--- src/rtl/chain_mixer_pkg.sv ---
// -----------------------------------------------------------------------------
// chain_mixer_pkg
//   Shared definitions for the chain mixer sequencer:
//     - state_e      : sequencer FSM states (IDLE, FILL, MIX, DONE)
//     - DEF_N_STAGES : default number of mixer stages in the chain
//     - DEF_CNT_W    : default width of the fill/mix dwell counters
// -----------------------------------------------------------------------------
package chain_mixer_pkg;

  localparam int DEF_N_STAGES = 32;
  localparam int DEF_CNT_W    = 16;

  typedef enum logic [1:0] {
    ST_IDLE = 2'd0,
    ST_FILL = 2'd1,
    ST_MIX  = 2'd2,
    ST_DONE = 2'd3
  } state_e;

endpackage : chain_mixer_pkg

--- src/rtl/chain_mixer_seq_dwell_timer.sv ---
// -----------------------------------------------------------------------------
// dwell_timer
//   Load-and-count-down timer shared by the FILL and MIX phases.
//   Ports:
//     clk      - clock, rising edge
//     rst_n    - asynchronous active-low reset
//     load     - load load_val (a value of 0 is treated as 1)
//     load_val - dwell length in cycles
//     expired  - high during the last cycle of the loaded dwell
//   The count stops at 1 instead of wrapping, so a dwell that is never reloaded
//   simply stays expired.
// -----------------------------------------------------------------------------
module dwell_timer #(
  parameter int CNT_W = 16
) (
  input  logic             clk,
  input  logic             rst_n,
  input  logic             load,
  input  logic [CNT_W-1:0] load_val,
  output logic             expired
);

  logic [CNT_W-1:0] cnt_q;
  logic [CNT_W-1:0] cnt_d;

  always_comb begin
    cnt_d = cnt_q;
    if (load) begin
      // A zero dwell still occupies one cycle of the phase.
      cnt_d = (load_val == '0) ? CNT_W'(1) : load_val;
    end else if (cnt_q > CNT_W'(1)) begin
      cnt_d = cnt_q - CNT_W'(1);
    end
  end

  always_ff @(posedge clk or negedge rst_n) begin
    if (!rst_n) begin
      cnt_q <= '0;
    end else begin
      cnt_q <= cnt_d;
    end
  end

  // The loaded value counts the cycle in which it is first visible, so the
  // phase ends when the remaining count reaches 1.
  assign expired = (cnt_q <= CNT_W'(1));

endmodule : dwell_timer

--- src/rtl/chain_mixer_seq.sv ---
// -----------------------------------------------------------------------------
// chain_mixer_seq
//   Runs a chain of mixer stages in order. Each stage first opens its reagent
//   inlet valve for the fill dwell, then drives its mixer for the mix dwell.
//   After the last requested stage a one-cycle DONE state is entered.
//   Ports:
//     clk, rst_n   - clock (rising edge) and asynchronous active-low reset
//     start        - request one sequence (only honoured in IDLE)
//     abort        - terminate a sequence that is in FILL or MIX
//     n_active     - number of stages to run (1..N_STAGES)
//     fill_cycles  - per-stage inlet open time (0 behaves as 1)
//     mix_cycles   - per-stage mixing time (0 behaves as 1)
//     k_valve      - one-hot inlet valve enables, registered
//     mix_en       - one-hot mixer enables, registered
//     stage_idx    - current stage index
//     busy         - high in FILL, MIX and DONE
//     done         - one-cycle pulse on normal completion (the DONE cycle)
//     aborted      - one-cycle pulse after an abort
//     cfg_err      - one-cycle pulse after a start with illegal n_active
//   All outputs are flops loaded from the next-state values, so they change
//   in the same cycle as the state they describe.
// -----------------------------------------------------------------------------
module chain_mixer_seq
  import chain_mixer_pkg::*;
#(
  parameter int N_STAGES = DEF_N_STAGES,
  parameter int CNT_W    = DEF_CNT_W
) (
  input  logic                          clk,
  input  logic                          rst_n,
  input  logic                          start,
  input  logic                          abort,
  input  logic [$clog2(N_STAGES+1)-1:0] n_active,
  input  logic [CNT_W-1:0]              fill_cycles,
  input  logic [CNT_W-1:0]              mix_cycles,
  output logic [N_STAGES-1:0]           k_valve,
  output logic [N_STAGES-1:0]           mix_en,
  output logic [$clog2(N_STAGES)-1:0]   stage_idx,
  output logic                          busy,
  output logic                          done,
  output logic                          aborted,
  output logic                          cfg_err
);

  localparam int NA_W = $clog2(N_STAGES + 1);
  localparam int SI_W = $clog2(N_STAGES);

  // ---------------------------------------------------------------------------
  // State and latched configuration
  // ---------------------------------------------------------------------------
  state_e            state_q,     state_d;
  logic [SI_W-1:0]   stage_idx_q, stage_idx_d;
  logic [NA_W-1:0]   n_lat_q,     n_lat_d;
  logic [CNT_W-1:0]  fill_lat_q,  fill_lat_d;
  logic [CNT_W-1:0]  mix_lat_q,   mix_lat_d;

  // Registered outputs
  logic [N_STAGES-1:0] k_valve_q, k_valve_d;
  logic [N_STAGES-1:0] mix_en_q,  mix_en_d;
  logic                busy_q,    busy_d;
  logic                done_q,    done_d;
  logic                aborted_q, aborted_d;
  logic                cfg_err_q, cfg_err_d;

  // Shared dwell timer control
  logic             tmr_load;
  logic [CNT_W-1:0] tmr_val;
  logic             tmr_expired;

  logic             n_invalid;
  logic             last_stage;
  logic [N_STAGES-1:0] stage_hot;

  dwell_timer #(
    .CNT_W (CNT_W)
  ) u_dwell_timer (
    .clk      (clk),
    .rst_n    (rst_n),
    .load     (tmr_load),
    .load_val (tmr_val),
    .expired  (tmr_expired)
  );

  assign n_invalid  = (n_active == '0) || (n_active > NA_W'(N_STAGES));
  assign last_stage = (NA_W'(stage_idx_q) == (n_lat_q - NA_W'(1)));

  // ---------------------------------------------------------------------------
  // Next-state logic
  // ---------------------------------------------------------------------------
  always_comb begin
    state_d     = state_q;
    stage_idx_d = stage_idx_q;
    n_lat_d     = n_lat_q;
    fill_lat_d  = fill_lat_q;
    mix_lat_d   = mix_lat_q;
    tmr_load    = 1'b0;
    tmr_val     = fill_lat_q;
    aborted_d   = 1'b0;
    cfg_err_d   = 1'b0;

    case (state_q)
      ST_IDLE: begin
        // abort has no meaning here, so a simultaneous start always wins.
        if (start) begin
          if (n_invalid) begin
            cfg_err_d = 1'b1;
          end else begin
            n_lat_d     = n_active;
            fill_lat_d  = fill_cycles;
            mix_lat_d   = mix_cycles;
            stage_idx_d = '0;
            state_d     = ST_FILL;
            // Load straight from the port: the latch is not visible yet.
            tmr_load    = 1'b1;
            tmr_val     = fill_cycles;
          end
        end
      end

      ST_FILL: begin
        if (abort) begin
          state_d   = ST_IDLE;
          aborted_d = 1'b1;
        end else if (tmr_expired) begin
          state_d  = ST_MIX;
          tmr_load = 1'b1;
          tmr_val  = mix_lat_q;
        end
      end

      ST_MIX: begin
        if (abort) begin
          state_d   = ST_IDLE;
          aborted_d = 1'b1;
        end else if (tmr_expired) begin
          if (last_stage) begin
            state_d = ST_DONE;
          end else begin
            stage_idx_d = stage_idx_q + SI_W'(1);
            state_d     = ST_FILL;
            tmr_load    = 1'b1;
            tmr_val     = fill_lat_q;
          end
        end
      end

      ST_DONE: begin
        state_d = ST_IDLE;
      end

      default: begin
        state_d = ST_IDLE;
      end
    endcase
  end

  // ---------------------------------------------------------------------------
  // Output decode from the next state, so the registered outputs line up with
  // the state they belong to.
  // ---------------------------------------------------------------------------
  for (genvar gi = 0; gi < N_STAGES; gi++) begin : g_stage_dec
    assign stage_hot[gi] = (stage_idx_d == SI_W'(gi));
  end

  always_comb begin
    k_valve_d = '0;
    mix_en_d  = '0;
    if (state_d == ST_FILL) begin
      k_valve_d = stage_hot;
    end
    if (state_d == ST_MIX) begin
      mix_en_d = stage_hot;
    end
    busy_d = (state_d != ST_IDLE);
    done_d = (state_d == ST_DONE);
  end

  // ---------------------------------------------------------------------------
  // Registers
  // ---------------------------------------------------------------------------
  always_ff @(posedge clk or negedge rst_n) begin
    if (!rst_n) begin
      state_q     <= ST_IDLE;
      stage_idx_q <= '0;
      n_lat_q     <= '0;
      fill_lat_q  <= '0;
      mix_lat_q   <= '0;
      k_valve_q   <= '0;
      mix_en_q    <= '0;
      busy_q      <= 1'b0;
      done_q      <= 1'b0;
      aborted_q   <= 1'b0;
      cfg_err_q   <= 1'b0;
    end else begin
      state_q     <= state_d;
      stage_idx_q <= stage_idx_d;
      n_lat_q     <= n_lat_d;
      fill_lat_q  <= fill_lat_d;
      mix_lat_q   <= mix_lat_d;
      k_valve_q   <= k_valve_d;
      mix_en_q    <= mix_en_d;
      busy_q      <= busy_d;
      done_q      <= done_d;
      aborted_q   <= aborted_d;
      cfg_err_q   <= cfg_err_d;
    end
  end

  assign k_valve   = k_valve_q;
  assign mix_en    = mix_en_q;
  assign stage_idx = stage_idx_q;
  assign busy      = busy_q;
  assign done      = done_q;
  assign aborted   = aborted_q;
  assign cfg_err   = cfg_err_q;

endmodule : chain_mixer_seq

--- config.mk ---
export PLATFORM = sky130hd
export DESIGN_NAME = chain_mixer_seq
export DESIGN_NICKNAME = d
export VERILOG_FILES = /design/src/rtl/chain_mixer_pkg.sv /design/src/rtl/chain_mixer_seq_dwell_timer.sv /design/src/rtl/chain_mixer_seq.sv
export SDC_FILE = /design/constraint.sdc
export NUM_CORES = 1
export LEC_CHECK = 0
export BUFFER_PORTS_ARGS = -buffer_cell sky130_fd_sc_hd__buf_2
export CAP_MARGIN = 20
export CORE_UTILIZATION = 50
export DETAILED_ROUTE_END_ITERATION = 8
export PLACE_DENSITY = 0.73
export RECOVER_POWER = 25
export SKIP_LAST_GASP = 1
export SLEW_MARGIN = 10
export SYNTH_ARGS = -nofsm -noshare
export SYNTH_HDL_FRONTEND = slang
export SYNTH_SLANG_ARGS = --single-unit
--- constraint.sdc ---
create_clock -name clk -period 4.19 [get_ports clk]
set_input_delay 0.2095 -clock clk [delete_from_list [all_inputs] [get_ports clk]]
set_output_delay 0.2095 -clock clk [all_outputs]
set_load 0.01 [all_outputs]
==> metrics.txt <==
status finished with violations; failing checks max-capacitance violations, max-slew violations; maximum vdd drop 0.3660 mV; switching share of power 34.02%; post-CTS setup-driven buffer insertion count 0; Row Count 39; fin cells 866; P_leak 3.462 nW; endpoints failing setup 0; R2R setup slack 0.50 ns; Synth Cell Area 0.005836 mm²; share of cells above drive strength 1 18.53%; chip width 110.0 µm; post-synth cell types 61; Antenna diodes 0; wire length on met1 6740 µm; Worst Tran Pin Value 2.165 ns; Req. time, crit path 4.52 ns; sw power 0.001425 W; syn_nets 628; via count 4920; setup TNS 0 ns; CP endpoint kind flip-flop; Clock Latency Late Sink 0.42 ns; Placer Congestion 0.8598; grt ovf 0; Final period util 88.65%; ys flop type dfrtp_1; met2 wire len 7222 µm; worst hold path startpoint fill_cycles[6]; worst clock skew 0.01058 ns; final hold viol count 0; Gate power share 26.0%; max_cap viols 1; worst reg2reg startpoint state_q[1]; top-level I/O count 115; placed cell count 810; number of global-route vias before repair 4713; CTS Buffer Depth 2; peak fanout along the critical path 25; FF-to-FF End u_dwell_timer.cnt_q[0]; worst r2r path cells 10; Layout area overhead 23.95%; pin count of the biggest net entering global routing 48; Post-CTS Resized 0; WHS Endpoint fill_lat_q[6]; Slew HR -44.30%; startpoint types input pin; max-slew violation count 43; RSZ-0062 raised after global routing false; PwrDens 579.2 mW/mm²; fin nets 760; sequential power share 41.4%; initial antenna violation count 0; Hold Buf Count CTS 23; internal power 0.002764 W; Arr. time, crit path 4.04 ns; DRT antenna net count 0; DPL Wire Length 10080 µm; highest metal layer with signal wires met4; Initial Util 51.11%; First DRT Iteration DRCs 454; Met3 Wirelength 977 µm; H-tree Lvls 4; drt via density 5.681; Tot Pwr 0.004190 W; Mean Syn Cell Area 10.10 µm²; port bufs 114; GRT Util Overall 26.50%; YS warnings 0; Async S/R FF share, synth 100.0%; per-cell routed wire length 17.54 µm; drt first pass iters 8; clk slew on worst S/H paths 0.06 ns; CP Class input pin to flip-flop; Die Span Y 110.0 µm; Syn Inst Count 578; Num CTS Buffers 17; worst hold stages 3; CTS root buf clkbuf_16; Clk pwr share 32.6%; Worst Hold Class input pin to flip-flop; core box area 0.01142 mm²; Peak Freq 269.2 MHz; Post-synth EDFFs 0; die area 0.01211 mm²; # DRC 0; #FFs+latches synth 129; sequential element share of the synthesized area 55.32%; Min Clock Period, post-route 3.714 ns; CTS sink count 129; CTS tree yes; Detailed Route WL 15190 µm; first-pass GRT wire length 23860 µm
==> registers in the layout, indices dropped and copies added (netlist names), 2 cells and up <==
| signal | count |
|---|---|
| fill_lat_q | 16 |
| k_valve | 32 |
| mix_en | 32 |
| mix_lat_q | 16 |
| n_lat_q | 6 |
| stage_idx | 5 |
| state_q | 2 |
| u_dwell_timer.cnt_q | 16 |
==> routing by layer <==
metal	track usage [%]	vias to the layer above
met4	10.10	0
li1	-	2297
met3	6.408	22
met5	0	-
met1	36.48	2404
met2	40.58	197
==> layout make-up <==
cell class,instances,area [µm²]
Clock buffer,19,432.9
Clock inverter,13,115.1
Fill cell,980,4185
Inverter,17,63.81
Multi-Input combinational cell,397,2381
Sequential cell,129,3228
Tap cell,143,178.9
Timing Repair Buffer,148,833.3
==> critical path, cell delays in order <==
cell	delay, ns
dlygate4sd3_1	0.53
buf_2	0.13
or4_4	0.53
nor4_2	0.34
or2_2	0.48
nor2_1	0.30
a222oi_1	0.65
nand4b_1	0.15
or4_1	0.53
a22oi_1	0.18
==> cells in the mapped netlist, drive strengths merged, types with 3 or more instances <==
cell type	n	area (µm²)
nor3	68	345.3
a222oi	10	100.1
o21ai	23	115.1
ha	8	100.1
nor2b	3	18.77
clkbuf	24	90.09
o211ai	3	22.52
or3	17	111.4
a31oi	3	18.77
nand2b	6	37.54
nor2	19	71.32
dfrtp	129	3228
inv	17	63.81
xor2	5	43.79
buf	11	75.06
o31ai	3	22.52
nor4	8	68.82
nand3	5	25.02
mux2	15	180.2
a211oi	3	22.52
a22oi	4	30.03
a221oi	3	26.28
a21oi	9	48.80
nand2	122	457.9
o22ai	3	18.77
and3	5	31.28
xnor2	11	96.34
mux2i	8	80.08
a221o	3	30.03
==> kinds of logic (layout without fill, tap and decap cells) <==
family	after synthesis	count (layout)	synth area share, %
and+or+nand+nor	268	268	22.02
DFF	129	129	55.32
AOI/OAI and AO/OA	82	82	10.16
buffers and inverters	52	197	3.924
muxes	23	23	4.460
xor gates and xnor gates	16	16	2.401
adders and majority gates	8	8	1.715
==> power groups by stage <==
| stage | sequential, W | combinational (W) | clock [W] |
|---|---|---|---|
| after global routing | 0.00176 | 0.00120 | 0.00144 |
| after floorplan | 0.00168 | 0.000777 | 0 |
| final | 0.00173 | 0.00109 | 0.00137 |
| after global placement | 0.00173 | 0.00102 | 0 |
| after detailed placement | 0.00174 | 0.00105 | 0 |
| after CTS | 0.00172 | 0.00108 | 0.00138 |
==> per-stage QoR <==
| step | setup slack, ns | utilization [%] | instance area (µm²) | hold slack [ns] |
|---|---|---|---|---|
| after floorplan | 1.258 | - | 5836 | -0.08609 |
| after global placement | 0.7349 | 56.93 | 6500 | 0.2058 |
| after detailed placement | 0.6693 | 56.93 | 6500 | 0.2167 |
| after CTS | 0.6072 | 63.74 | 7278 | 0.0003327 |
| after global routing | 0.3150 | 63.35 | 7233 | 0.02218 |
| final | 0.4756 | 63.35 | 7233 | 0.01698 |
==> how the worst max path moves through the flow <==
stage	cells after the start	startpoint	end
after floorplan	11	u_dwell_timer.cnt_q[4]	k_valve[12]
after detailed placement	11	state_q[1]	u_dwell_timer.cnt_q[0]
after global routing	10	state_q[0]	u_dwell_timer.cnt_q[0]
after CTS	11	n_active[3]	u_dwell_timer.cnt_q[0]
after global placement	9	n_active[0]	u_dwell_timer.cnt_q[0]
final	10	n_active[3]	u_dwell_timer.cnt_q[0]
==> layout by cell type (no fill, tap or decap), types with 9 or more instances in the layout <==
cell | Yosys | layout
a222oi_1 | 10 | 10
buf_2 | 3 | 71
buf_4 | 0 | 10
clkbuf_1 | 24 | 45
clkbuf_16 | 0 | 17
dfrtp_1 | 129 | 129
dlygate4sd3_1 | 0 | 23
inv_1 | 16 | 16
mux2_2 | 9 | 9
nand2_1 | 122 | 122
nor2_1 | 19 | 18
nor3_1 | 67 | 67
o21ai_0 | 20 | 20
or3_1 | 16 | 16
xnor2_1 | 11 | 11
Power figures use the tool's default switching activity.
